<file path="config.mk">
export PLATFORM = sky130hd
export DESIGN_NAME = dcache_direct_mapped
export DESIGN_NICKNAME = d
export VERILOG_FILES = /design/src/rtl/dcache_direct_mapped.sv
export SDC_FILE = /design/constraint.sdc
export NUM_CORES = 2
export LEC_CHECK = 0
export BUFFER_PORTS_ARGS = -buffer_cell sky130_fd_sc_hd__buf_4
export CAP_MARGIN = 20
export CORE_MARGIN = 5
export CORE_UTILIZATION = 40
export DETAILED_ROUTE_END_ITERATION = 12
export PLACE_DENSITY = 0.57
export RECOVER_POWER = 100
export SLEW_MARGIN = 30
export SYNTH_ARGS = -nofsm -noshare
export SYNTH_HDL_FRONTEND = slang
export SYNTH_MEMORY_MAX_BITS = 65536
export SYNTH_SLANG_ARGS = --single-unit
export TNS_END_PERCENT = 1
</file>
<file path="constraint.sdc">
create_clock -name clk_i -period 15.05 [get_ports clk_i]
set_input_delay 1.505 -clock clk_i [delete_from_list [all_inputs] [get_ports clk_i]]
set_output_delay 1.505 -clock clk_i [all_outputs]
set_load 0.005 [all_outputs]
</file>
<file path="src/rtl/dcache_direct_mapped.sv">
// Direct-mapped, write-back, write-allocate data cache between the CPU MEM stage and a
// line-wide backing memory. Hits are served combinationally; misses stall the CPU.
module dcache_direct_mapped #(
  parameter int INDEX_BITS = 5
) (
  input  logic         clk_i,
  input  logic         rst_i,
  input  logic         cpu_req_i,
  input  logic         cpu_we_i,
  input  logic [31:0]  cpu_addr_i,
  input  logic [31:0]  cpu_wdata_i,
  output logic [31:0]  cpu_rdata_o,
  output logic         cpu_stall_o,
  output logic         mem_req_o,
  output logic         mem_we_o,
  output logic [31:0]  mem_addr_o,
  output logic [127:0] mem_wdata_o,
  input  logic [127:0] mem_rdata_i,
  input  logic         mem_ack_i
);

  localparam int LINES = 2 ** INDEX_BITS;
  localparam int TAG_W = 32 - INDEX_BITS - 4;

  typedef enum logic [1:0] {
    ST_IDLE      = 2'd0,
    ST_WRITEBACK = 2'd1,
    ST_ALLOCATE  = 2'd2
  } state_e;

  state_e             state_q, state_d;
  logic [LINES-1:0]   valid_q, valid_d;
  logic [LINES-1:0]   dirty_q, dirty_d;
  logic [TAG_W-1:0]   tag_q  [LINES];
  logic [127:0]       data_q [LINES];

  logic [INDEX_BITS-1:0] idx_s;
  logic [TAG_W-1:0]      tag_s;
  logic [1:0]            word_s;
  logic [127:0]          line_cur_s;
  logic [31:0]           word_cur_s;
  logic                  hit_s;
  logic                  line_we_s;
  logic [127:0]          line_wdata_s;
  logic                  unused_s;

  function automatic logic [127:0] merge_word(input logic [127:0] line,
                                              input logic [1:0]   sel,
                                              input logic [31:0]  w);
    logic [127:0] r;
    case (sel)
      2'd0:    r = {line[127:32], w};
      2'd1:    r = {line[127:64], w, line[31:0]};
      2'd2:    r = {line[127:96], w, line[63:0]};
      default: r = {w, line[95:0]};
    endcase
    return r;
  endfunction

  assign idx_s      = cpu_addr_i[INDEX_BITS+3:4];
  assign tag_s      = cpu_addr_i[31:INDEX_BITS+4];
  assign word_s     = cpu_addr_i[3:2];
  assign unused_s   = ^cpu_addr_i[1:0];
  assign line_cur_s = data_q[idx_s];
  assign word_cur_s = line_cur_s[{word_s, 5'd0} +: 32];
  assign hit_s      = (state_q == ST_IDLE) && valid_q[idx_s] && (tag_q[idx_s] == tag_s);
  assign cpu_stall_o = (state_q != ST_IDLE) || (cpu_req_i && !hit_s);

  // Next-state, line update and output decode
  always_comb begin
    state_d      = state_q;
    valid_d      = valid_q;
    dirty_d      = dirty_q;
    line_we_s    = 1'b0;
    line_wdata_s = merge_word(line_cur_s, word_s, cpu_wdata_i);
    cpu_rdata_o  = 32'd0;
    mem_req_o    = 1'b0;
    mem_we_o     = 1'b0;
    mem_addr_o   = 32'd0;
    mem_wdata_o  = 128'd0;
    case (state_q)
      ST_IDLE: begin
        if (cpu_req_i && hit_s) begin
          if (cpu_we_i) begin
            line_we_s      = 1'b1;
            dirty_d[idx_s] = 1'b1;
          end else begin
            cpu_rdata_o = word_cur_s;
          end
        end else if (cpu_req_i) begin
          // never refill over a dirty line: write it back first
          if (valid_q[idx_s] && dirty_q[idx_s]) begin
            state_d = ST_WRITEBACK;
          end else begin
            state_d = ST_ALLOCATE;
          end
        end else begin
          state_d = ST_IDLE;
        end
      end
      ST_WRITEBACK: begin
        mem_req_o   = 1'b1;
        mem_we_o    = 1'b1;
        mem_addr_o  = {tag_q[idx_s], idx_s, 4'd0};
        mem_wdata_o = line_cur_s;
        if (mem_ack_i) begin
          state_d = ST_ALLOCATE;
        end else begin
          state_d = ST_WRITEBACK;
        end
      end
      ST_ALLOCATE: begin
        mem_req_o  = 1'b1;
        mem_addr_o = {tag_s, idx_s, 4'd0};
        if (mem_ack_i) begin
          line_we_s      = 1'b1;
          line_wdata_s   = mem_rdata_i;
          valid_d[idx_s] = 1'b1;
          dirty_d[idx_s] = 1'b0;
          state_d        = ST_IDLE;
        end else begin
          state_d = ST_ALLOCATE;
        end
      end
      default: begin
        state_d = ST_IDLE;
      end
    endcase
  end

  // Control state; reset drops any in-flight transaction and discards dirty lines
  always_ff @(posedge clk_i or negedge rst_i) begin
    if (!rst_i) begin
      state_q <= ST_IDLE;
      valid_q <= '0;
      dirty_q <= '0;
    end else begin
      state_q <= state_d;
      valid_q <= valid_d;
      dirty_q <= dirty_d;
    end
  end

  // Tag and data arrays carry no reset; valid qualifies them
  always_ff @(posedge clk_i) begin
    if (line_we_s) begin
      data_q[idx_s] <= line_wdata_s;
      tag_q[idx_s]  <= tag_s;
    end
  end

endmodule

</file>
---- Word-level counts from Yosys, hierarchy flattened ----
Memories as Yosys holds them, arrays and structs flattened.
Index checks and enable logic that the tools add are counted.
storage, ports and cells
  flip-flop bits (word level) ............. 66
  word-level logic and storage cells ...... 68
  output and inout bits ................... 195
  bits of input ports ..................... 197
  bits in writable memories ............... 4832
  memories kept ........................... 2
cells by class
  shift-type cells ........................ 1
  muxes and demuxes ....................... 32
  bitwise logic cells ..................... 4
  $lt $le $gt $ge ......................... 2
  equal/unequal tests ..................... 9
  reduce and logical (&&, ||, !) cells .... 15
memory list
  memory  depth  bits a word  rd ports  clocked after Yosys merged registers in  write ports  line  source
  data_q  32     128          1         0                                        1            35    logic [127:0] data_q [LINES];
  tag_q   32     23           1         0                                        1            34    logic [TAG_W-1:0] tag_q [LINES];
operator list
  kind                                                                   count
  128-bit 2-to-1 mux                                                     3
  128-bit case mux with 3 select lines                                   1
  32-bit 2-to-1 mux                                                      6
  32-bit case mux with 2 select lines                                    2
  128-bit by 8-bit indexed part select with 32-bit output                1
  32-bit OR                                                              2
  32-bit AND                                                             1
  32-bit inverter                                                        1
  23-bit == test                                                         1
  1-bit binary-select mux with 5-bit select                              2
  1-bit 2-to-1 mux                                                       10
  2-bit 2-to-1 mux                                                       5
  1-bit logical AND                                                      6
  5-bit by 6-bit < comparator with 1-bit output, second input constant   1
  2-bit != test, second input constant                                   3
  2-bit case mux with 3 select lines                                     1
  1-bit demux with 5-bit select                                          1
  5-bit by 1-bit >= comparator with 1-bit output, second input constant  1
  2-bit by 1-bit == test with 1-bit output, second input constant        2
  2-bit == test, second input constant                                   2
  2-bit zero test                                                        2
  4-bit AND reduction                                                    1
  2-bit nonzero test                                                     2
  2-bit by 1-bit != test with 1-bit output, second input constant        1
  other kinds (5)                                                        5

---- Logic depth before layout (Yosys ltp) ----
  word-level depth ........................ 9
  depth in mapped cells ................... 14
  gate-level depth less buffers ........... 9

---- Least setup slack after synthesis ----
Ideal clock, no wire load.
  path kind ............................... input-to-reg
  start ................................... input port cpu_addr_i[4]
  end ..................................... memory data_q[1][0], enable pin
  path slack .............................. -20 ps
  arrival ................................. 14224 ps
  required time ........................... 14203 ps
  cell stages on the path ................. 12
  path buffers ............................ 3
  setup time .............................. 847 ps
  cells stage by stage .................... clkbuf_1 -> buf_4 -> buf_2 -> mux2i_1 -> o22ai_1 -> nor4_1 -> a21oi_1 -> nor4_1 -> nand4_1 -> or2_1 -> o31a_1 -> nor3_1
on the way
  longest elaborated chain between the ends .. 9
  elaborated cells on any way between the ends .. 11
  classes of those cells .................. eq/ne: 1; mux: 6; reduce/logical: 3; memory: 1
ends and longest elaborated chain
  element                                                                     line  source
  start, declared                                                             10    input logic [31:0] cpu_addr_i,
  parallel branches: the longest is 9 deep, another holds memory 32 x 23 bit  n/a
  end, declared                                                               35
Parallel ways; which one is timed is not known. The select of a mux whose other input is x is not followed.

---- Worst setup path after layout ----
  start ................................... input port cpu_addr_i[4]
  end ..................................... memory data_q[14][101], enable pin
Same word-level chain as after synthesis.

==> metrics.md <==
| Metric | Value |
|---|---|
| Outcome | `finished, violations left` |
| Failing checks | `capacitance limit, slew limit` |
| Post-cts sizing count | `0` |
| Post-route ant nets | `0` |
| CTS Buf Count | `between 400 and 500` |
| Util after Layout | `45.6%` |
| Global-route wire length before repair | `roughly 830 mm` |
| Maximum VDD drop | `0.000101 V` |
| Clk_skew | `71.6 ps` |
| Clock net sink count | `just under 5000` |
| GRT Overall Usage | `about a quarter` |
| Hold path endpoint | `valid_q[12]` |
| Antenna violations before repair | `67` |
| Critical Path Start Type | `primary input` |
| RSZ-0062 raised after global routing | `no` |
| CP required | `15600 ps` |
| IO buf count | `roughly 390` |
| Area growth syn-to-layout | `13.8%` |
| Post-Place Cells | `~15000` |
| Vias/cell | `about 6.3` |
| Setup TNS | `0 ps` |
| Share of cells above drive strength 1 | `about a quarter` |
| Final min period | `12170 ps` |
| # nets final | `9545` |
| Period utilisation layout | `between 80 and 90%` |
| First-pass DRT Iterations | `6` |
| Final Max Slew Viols | `approximately 5400` |
| CP Class | `primary input to flop` |
| Hold Crit Class | `flop to flop` |
| WHS | `between 400 and 500 ps` |
| Fmax | `82.2 MHz` |
| Async SR Flop Fraction | `1.35%` |
| Fillers | `39300` |
| Grt ovf | `0` |
| R2R depth | `11` |
| Max-cap violation count | `approximately 160` |
| DPL Wire Length | `around 330 mm` |
| CORE AREA | `~470000 µm²` |
| DR iter-0 viols | `about 14000` |
| Clock Path Buffers | `4` |
| Residual DRC | `0` |
| CTS tree | `done` |
| Ys flop type | `edfxtp_1` |
| Die Footprint | `between 400000 and 500000 µm²` |
| Reg2reg end | `data_q[14][101]` |
| Setup violators final | `0` |
| Number of global-route vias before repair | `about 100000` |
| # IOs | `roughly 390` |
| Hold Buf Count CTS | `0` |
| Crit end category | `flop` |
| Cell variety after synth | `56` |
| Hold Violations, Final | `0` |
| WP data arrival | `12720 ps` |
| Starting Density | `roughly 40%` |
| Syn Inst Count | `a little under 9000` |
| FF-to-FF setup slack | `slightly above 6000 ps` |
| Post-synth EDFFs | `between 4000 and 5000` |
| Ys Warns | `0` |
| Sequential fraction of the synthesis area | `77.7%` |
| Syn Std Cell Area | `roughly 190000 µm²` |
| Final wirelength | `616 mm` |
| Routed vias | `about 100k` |
| Worst Hold Depth | `1` |
| Largest net degree at the start of global routing | `between 100 and 150` |
| Hold wc startpoint | `valid_q[12]` |
| Root Driver | `clkbuf_16` |
| WL per Instance | `between 30 and 40 µm` |
| CP max FO | `between 100 and 150` |
| Die Y | `about 700 µm` |
| Worst flop-to-flop path startpoint | `tag_q[0][6]` |
| Clock Latency Late Sink | `~1000 ps` |
| Std-Cell Rows | `around 250` |
| PwrDens | `about 140 nW/µm²` |
| Finished Layout Cells | `about 16000` |
| Leakage | `67.9 nW` |
| H-Tree Depth | `5` |
| Worst-path clk slew | `roughly 60 ps` |
| Slew HR | `-226%` |
| Avg Inst Size Synth | `about 22 µm²` |
| FF+latch count, synth | `~4900` |
| Routability cong. | `a little over 0.8` |
| Post-CTS setup buffer count | `0` |
| Die width | `approximately 700 µm` |
| Tightest Pin Transition | `between 4000 and 5000 ps` |
-- metal layers --
metal  share of wire, %  GRT usage, %  wire length [µm]
met2                 46          37.9            281000
met5              0.029             0               180
met4                3.6          7.39             22100
met3                 11          5.82             68900
met1                 40          35.2            244000
-- metrics by stage --
| stage | setup slack, ps | cell area, µm² | power (mW) |
|---|---|---|---|
| 5_1_grt | 2550 | 215000 | 30.1 |
| 6_report | 2880 | 215000 | 29.3 |
| 2_1_floorplan | -20.3 | 189000 | 17.0 |
| 3_5_place_dp | 5090 | 201000 | 18.0 |
| 3_3_place_gp | 4880 | 201000 | 17.9 |
| 4_1_cts | 5280 | 216000 | 29.4 |
-- cells in the final DEF (no fill, tap or decap), types with 7 or more instances in the layout --
cell,count
clkbuf_2,16
clkbuf_4,49
clkinv_1,128
a21oi_1,199
a22oi_1,537
and2_0,126
nor2b_1,60
clkbuf_1,296
buf_4,407
inv_6,9
dfrtp_1,66
clkinv_2,85
a21o_1,8
and2_1,9
clkbuf_8,8
mux4_2,1064
o21bai_1,24
edfxtp_1,4832
buf_12,28
mux2i_1,514
nor4_1,67
and3_1,21
clkinvlp_4,7
clkbuf_16,480
bufinv_16,37
nand4_1,134
a21oi_2,16
nor2_4,7
nor2_2,12
buf_6,20
buf_16,9
nand2_1,37
diode_2,38
nor2_1,144
o22ai_1,190
-- worst max-delay path by stage --
| stage | start | end |
|---|---|---|
| after floorplan | cpu_addr_i[4] | data_q[1][0] |
| after CTS | cpu_addr_i[5] | cpu_rdata_o[27] |
| after global placement | cpu_addr_i[4] | data_q[6][107] |
| after global routing | cpu_addr_i[4] | cpu_rdata_o[26] |
| after detailed placement | cpu_addr_i[4] | data_q[6][107] |
| final | cpu_addr_i[4] | data_q[14][101] |
-- power breakdown --
group,internal (mW),switching (mW)
clock network,6.49,5.09
logic,0.542,1.53
registers,15.6,0.0250
total,22.6,6.64
-- cell type report --
class / count / area (µm²) / share of cell area [%]
clock buffers: 602 / 12500 / 5.84
flip-flops and latches: 4898 / 147000 / 68.3
diodes: 38 / 95.1 / 0.0443
clock inverters: 277 / 2350 / 1.09
inverters: 4 / 15.0 / 0.00699
repair buffers: 712 / 5250 / 2.44
well taps: 6223 / 7790 / 3.62
multi-input cells: 3255 / 40000 / 18.6
-- cell usage after synthesis, types with 7 or more instances --
| cell type | number | area share, % |
|---|---|---|
| buf_6 | 19 | 0.11 |
| nor2b_1 | 62 | 0.21 |
| o22ai_1 | 190 | 0.63 |
| nor3_1 | 7 | 0.019 |
| buf_2 | 66 | 0.17 |
| buf_1 | 108 | 0.21 |
| a22oi_1 | 537 | 2.1 |
| o21bai_1 | 24 | 0.095 |
| nand4_1 | 134 | 0.44 |
| nor4_1 | 63 | 0.21 |
| nand2_1 | 39 | 0.078 |
| buf_4 | 18 | 0.072 |
| mux2i_1 | 514 | 2.7 |
| mux4_2 | 1064 | 13 |
| nor4_2 | 7 | 0.046 |
| a21oi_1 | 215 | 0.57 |
| nor2_1 | 163 | 0.32 |
| and2_1 | 138 | 0.46 |
| edfxtp_1 | 4832 | 77 |
| and3_1 | 22 | 0.073 |
| dfrtp_1 | 66 | 0.87 |
| clkbuf_1 | 317 | 0.63 |
| a21o_1 | 8 | 0.032 |
-- kinds of logic after synthesis --
group,synth area share (%)
DFF,77.7
muxes,15.4
buffers and inverters,1.21
adders and majority gates,0.0265
other,0.00199
and+or+nand+nor,2.09
AOI/OAI and AO/OA,3.53
-- critical path: stages --
cell	delay (ps)
buf_16	570
clkbuf_1	2340
buf_16	500
mux2i_1	260
o22ai_1	110
nor4_1	640
a21oi_1	240
nor4_2	440
nand4_2	360
o41ai_1	860
nand2_1	490
nor2_4	200
clkbuf_1	1790
clkbuf_1	2110
-- state kept, by name, summed over array words and instances, names as in the netlist, named ones only --
name     cells
valid_q     32
tag_q      736
state_q      2
data_q    4096
Power figures use the tool's default switching activity.
